<file path="src/rtl/layer_priority_arbiter.sv">
// layer_priority_arbiter
// Programmable-priority pixel arbiter for the VGA object layers. A shadow
// rank/enable table is written through a valid/ready port and copied to the
// active table at frame start. Arbitration is a two-stage pipeline:
// stage 1 qualifies each layer, and stage 2 picks the lowest rank, with ties
// going to the lower index. A once-per-frame collision pulse is raised when
// layer 0 overlaps any other drawing layer.
//
// Handshake: a config write transfers on a rising clk edge where
// cfgValid && cfgReady. cfgReady is low during reset and in any cycle with
// startOfFrame=1. The master must hold cfgLayer/cfgRank/cfgEnable stable
// while cfgValid is high and cfgReady is low.
module layer_priority_arbiter #(
   parameter int          NUM_LAYERS  = 4,
   parameter logic [7:0]  TRANSPARENT = 8'hFF
) (
   input  logic                    clk,
   input  logic                    resetN,
   input  logic                    startOfFrame,
   input  logic [NUM_LAYERS-1:0]   drawReq,
   input  logic [8*NUM_LAYERS-1:0] layerRGB,
   input  logic [7:0]              backGroundRGB,
   input  logic                    cfgValid,
   output logic                    cfgReady,
   input  logic [2:0]              cfgLayer,
   input  logic [2:0]              cfgRank,
   input  logic                    cfgEnable,
   output logic [7:0]              RGBOut,
   output logic [2:0]              winnerId,
   output logic                    drawValid,
   output logic                    collision
);

   // Config tables: the shadow table is written by config, and the active table drives arbitration.
   logic [2:0]            r_shadow_rank [NUM_LAYERS];
   logic [NUM_LAYERS-1:0] r_shadow_en;
   logic [2:0]            r_active_rank [NUM_LAYERS];
   logic [NUM_LAYERS-1:0] r_active_en;

   // Stage-1 pipeline registers.
   logic [NUM_LAYERS-1:0] r_s1_v;
   logic [7:0]            r_s1_rgb  [NUM_LAYERS];
   logic [2:0]            r_s1_rank [NUM_LAYERS];
   logic [7:0]            r_s1_bg;

   // Collision re-arm flag.
   logic                  r_armed;

   // Combinational helpers.
   logic                  w_cfg_fire;
   logic [2:0]            w_eff_rank [NUM_LAYERS];
   logic [NUM_LAYERS-1:0] w_eff_en;
   logic [NUM_LAYERS-1:0] w_v;
   logic                  w_found;
   logic [2:0]            w_best_rank;
   logic [2:0]            w_best_idx;
   logic [7:0]            w_best_rgb;
   logic                  w_hit;

   // Writes are refused on the commit cycle so that the table copy never races a write.
   assign cfgReady   = resetN & ~startOfFrame;
   assign w_cfg_fire = cfgValid & cfgReady;

   // Shadow table update. Indices >= NUM_LAYERS match no entry, so the write is dropped.
   always_ff @(posedge clk or negedge resetN) begin
      if (!resetN) begin
         for (int i = 0; i < NUM_LAYERS; i++) begin
            r_shadow_rank[i] <= 3'(i);
         end
         r_shadow_en <= '1;
      end else if (w_cfg_fire) begin
         for (int i = 0; i < NUM_LAYERS; i++) begin
            if (cfgLayer == 3'(i)) begin
               r_shadow_rank[i] <= cfgRank;
               r_shadow_en[i]   <= cfgEnable;
            end
         end
      end
   end

   // Active table commit at frame start.
   always_ff @(posedge clk or negedge resetN) begin
      if (!resetN) begin
         for (int i = 0; i < NUM_LAYERS; i++) begin
            r_active_rank[i] <= 3'(i);
         end
         r_active_en <= '1;
      end else if (startOfFrame) begin
         for (int i = 0; i < NUM_LAYERS; i++) begin
            r_active_rank[i] <= r_shadow_rank[i];
         end
         r_active_en <= r_shadow_en;
      end
   end

   // The pixel sampled on the commit edge already uses the new table, so look through to shadow.
   always_comb begin
      w_eff_en = startOfFrame ? r_shadow_en : r_active_en;
      w_v      = '0;
      for (int i = 0; i < NUM_LAYERS; i++) begin
         w_eff_rank[i] = startOfFrame ? r_shadow_rank[i] : r_active_rank[i];
         w_v[i]        = drawReq[i] & w_eff_en[i] & (layerRGB[8*i +: 8] != TRANSPARENT);
      end
   end

   // Stage 1: capture qualified requests, colours and the ranks in force for this pixel.
   always_ff @(posedge clk or negedge resetN) begin
      if (!resetN) begin
         r_s1_v  <= '0;
         r_s1_bg <= '0;
         for (int i = 0; i < NUM_LAYERS; i++) begin
            r_s1_rgb[i]  <= '0;
            r_s1_rank[i] <= '0;
         end
      end else begin
         r_s1_v  <= w_v;
         r_s1_bg <= backGroundRGB;
         for (int i = 0; i < NUM_LAYERS; i++) begin
            r_s1_rgb[i]  <= layerRGB[8*i +: 8];
            r_s1_rank[i] <= w_eff_rank[i];
         end
      end
   end

   // Winner search: strict less-than while scanning upward gives ties to the lower index.
   always_comb begin
      w_found     = 1'b0;
      w_best_rank = '0;
      w_best_idx  = '0;
      w_best_rgb  = '0;
      for (int i = 0; i < NUM_LAYERS; i++) begin
         if (r_s1_v[i] && (!w_found || (r_s1_rank[i] < w_best_rank))) begin
            w_found     = 1'b1;
            w_best_rank = r_s1_rank[i];
            w_best_idx  = 3'(i);
            w_best_rgb  = r_s1_rgb[i];
         end
      end
   end

   assign w_hit = r_s1_v[0] & (|r_s1_v[NUM_LAYERS-1:1]);

   // Stage 2: registered outputs.
   always_ff @(posedge clk or negedge resetN) begin
      if (!resetN) begin
         RGBOut    <= '0;
         winnerId  <= '0;
         drawValid <= 1'b0;
         collision <= 1'b0;
      end else begin
         RGBOut    <= w_found ? w_best_rgb : r_s1_bg;
         winnerId  <= w_found ? w_best_idx : 3'd0;
         drawValid <= w_found;
         collision <= w_hit & r_armed;
      end
   end

   // Collision arm flag: frame start re-arms it, even when the same cycle fires a pulse.
   always_ff @(posedge clk or negedge resetN) begin
      if (!resetN) begin
         r_armed <= 1'b1;
      end else if (startOfFrame) begin
         r_armed <= 1'b1;
      end else if (w_hit && r_armed) begin
         r_armed <= 1'b0;
      end
   end

endmodule

</file>
<file path="config.mk">
export PLATFORM = sky130hd
export DESIGN_NAME = layer_priority_arbiter
export DESIGN_NICKNAME = d
export VERILOG_FILES = /design/src/rtl/layer_priority_arbiter.sv
export SDC_FILE = /design/constraint.sdc
export NUM_CORES = 1
export LEC_CHECK = 0
export BUFFER_PORTS_ARGS = -buffer_cell sky130_fd_sc_hd__buf_2
export CORE_UTILIZATION = 59
export DETAILED_ROUTE_END_ITERATION = 10
export PLACE_DENSITY = 0.88
export SETUP_SLACK_MARGIN = 0.15
export SYNTH_ARGS = -nofsm -noshare
export SYNTH_HDL_FRONTEND = slang
export SYNTH_SLANG_ARGS = --single-unit
</file>
<file path="constraint.sdc">
create_clock -name clk -period 7.9 [get_ports clk]
set_input_delay 1.975 -clock clk [delete_from_list [all_inputs] [get_ports clk]]
set_output_delay 1.975 -clock clk [all_outputs]
set_load 0.005 [all_outputs]
</file>
==> results.toml <==
[clocking]
cts_made_buffers = 9
h-tree-depth = 3
cts_resized = 0
clock_sinks = 101
tritoncts = "yes"
cts_buffer_depth = 2
cts_hold_buffers = 0
clk_latency_ns = 0.38
path_clk_slew_ns = 0.10
cts_root_buf = "clkbuf_8"
postCtsSetupRepairBufs = 0

[floorplanning]
start_util_pct = 60.8
fp.dieH_um = 82.9
die_w_um = 82.9
io_pins = 69
core-area_um2 = 6350
die_area_um2 = 6870
rows = 29

[synthesis]
ys_top_cells_by_area = "dfrtp_1, dfstp_2, mux2_2, a221o_1, ha_1"
synth.cell_area_um2 = 3860
ys_seq_area_share_pct = 66.0
synth_top_area_share_pct = 54.4
postSynthCellCount = 265
ys_ff_latch = 101
synthDistinctLibCells = 45
synth-edff-count = 0
syn_nets = 326
yosysTopAreaCell = "dfrtp_1"
yosysWarningCount = 0
synth-main-ff-cell = "dfrtp_1"
synth_common_cells = "dfrtp_1, mux2_2, dfstp_2"
syn_area_per_cell_um2 = 14.6
async_reset_ff_share_pct = 100
yosysMostFrequentCell = "dfrtp_1"

[sta]
hold_viol = 0
holdWs_ns = 0.493
grt_setup_unrepaired = "no"
fin_crit_sh_pct = 76.8
worst_slew_pin_slew_ns = 1.13
slew_violations = 0
fin_crit_ns = 6.07
tns_ns = 0
setup_viol = 0
relSlewSlack_pct = 24.5
clock_skew_ns = 0.0115
max_freq_ghz = 0.165

[detailed_routing]
viasPerCell = 5.98
first_pass_iters = 4
drc = 0
initialDrtViolationCount = 266
wirelength_mm = 7.73
ant_nets = 0
drt-wirelength-per-cell_um = 18.6
vias = 2481

[placed_design]
gp_congestion = 0.962
dp_hpwl_mm = 5.44
io_buffers = 67
placed_area_um2 = 4240

[layout]
final_util_pct = 70.4
num_antenna_cells = 0
synthToLayoutAreaGrowth_pct = 15.7
drive_gt1_share_pct = 41.4
fin_area_um2 = 4470
final_nets = 394

[global_route]
antenna_found_initial = 0
grt_pass1_wl_mm = 12.6
grt-ovfl-total = 0
grt_usage_pct = 24.5
grt_pass1_vias = 2503
grt_max_degree = 57

[flow_run]
drv_cap = 0

[worst_setup_path]
worst-endpoint-arrival_ns = 6.34
cp_cell_sequence = "nand2_1, ha_1, a2111oi_2, o21ai_0, o31a_1, ha_1, o21a_1, o22ai_1, nand2_1, and2_1, nor2_1, a21o_1, ha_1, a211oi_1, o31ai_1, o211ai_4, a221oi_1, a221o_1"
cp_max_fo = 20
required_ns = 8.17
cp_slowest_cell = "a2111oi_2"
critPathKind = "reg -> reg"
cp-start-kind = "flip-flop"
max_stage_delay_ns = 0.95
crit_path_frequent_cell = "ha_1"
crit_path_end_kind = "flip-flop"

[power_and_ir_drop]
ir_drop_mv = 0.151
cellPowerDensity_nw_per_um2 = 284
leakagePower_nw = 2.06

[run_status]
status = "complete, no violations"

[hold_path]
hp-class = "reg -> reg"
per-stage QoR:
stage	total power, W	instances	setup WS (ns)
final	0.00127	415	1.83
after global routing	0.00133	415	1.47
after CTS	0.00127	415	2.00
after detailed placement	0.000912	399	2.05
after global placement	0.000895	399	2.57
after floorplan	0.000818	265	3.34
worst paths after layout:
path                              to   startpoint  slack, ns  cells after the start
max reg2reg                RGBOut[2]    r_s1_v[0]       1.83                     18
min in group asynchronous  RGBOut[7]       resetN       1.59                      1
max                        RGBOut[2]    r_s1_v[0]       1.83                     18
max in group asynchronous  r_s1_v[1]       resetN       5.24                      2
min                        RGBOut[5]  r_s1_rgb[5]       0.49                      1
min reg2reg                RGBOut[5]  r_s1_rgb[5]       0.49                      1
power by group:
| group | switching [W] | leakage, nW | internal (W) |
|---|---|---|---|
| sequential | 0.0000401 | 1.20 | 0.000611 |
| clock | 0.000180 | 0.112 | 0.000183 |
| combinational | 0.000137 | 0.747 | 0.000120 |
| total | 0.000357 | 2.06 | 0.000914 |
placed cells by master (no fill, tap or decap), types with 7 or more instances in the layout:
cell type	instances
a221o_1	8
a221oi_1	8
a31oi_1	8
nand4_1	8
dfstp_2	17
mux2_2	32
clkbuf_8	9
buf_2	66
a21oi_1	8
dfrtp_1	84
o21a_1	10
nand2_1	7
cell type report:
class	count	area, um^2
multi-input cells	147	1230
fillers	392	1880
clock buffers	9	124
inverters	6	22.5
clock inverters	7	105
well taps	77	96.3
flip-flops and latches	101	2550
repair buffers	68	345
metal layers:
layer	share of wire, %	track usage [%]	vias to the layer above
li1	-	-	1119
met1	42	31.5	1237
met2	50	39.6	98
met3	4.8	5.67	27
met4	3.6	11.9	0
met5	0	0	-
logic make-up after synthesis:
logic type	share of synthesized area [%]
buffers and inverters	2.27
DFF	66.0
AOI/OAI and AO/OA	14.7
other	0.0971
muxes	9.33
adders and majority gates	1.94
and+or+nand+nor	5.67
worst max-delay path, delay by kind of cell, from the launching register on:
kind	cells	cell delay (ns)
AOI/OAI and AO/OA	11	3.21
adders and majority gates	3	0.98
DFF	1	0.74
and+or+nand+nor	4	1.02
registers in the layout (all words and copies together) (netlist names):
register	cells
collision	1
r_armed	1
r_s1_bg	8
r_shadow_rank	12
winnerId	2
r_s1_rgb	32
r_s1_v	4
r_active_en	4
drawValid	1
RGBOut	8
r_s1_rank	12
r_shadow_en	4
r_active_rank	12
Power figures use the tool's default switching activity.
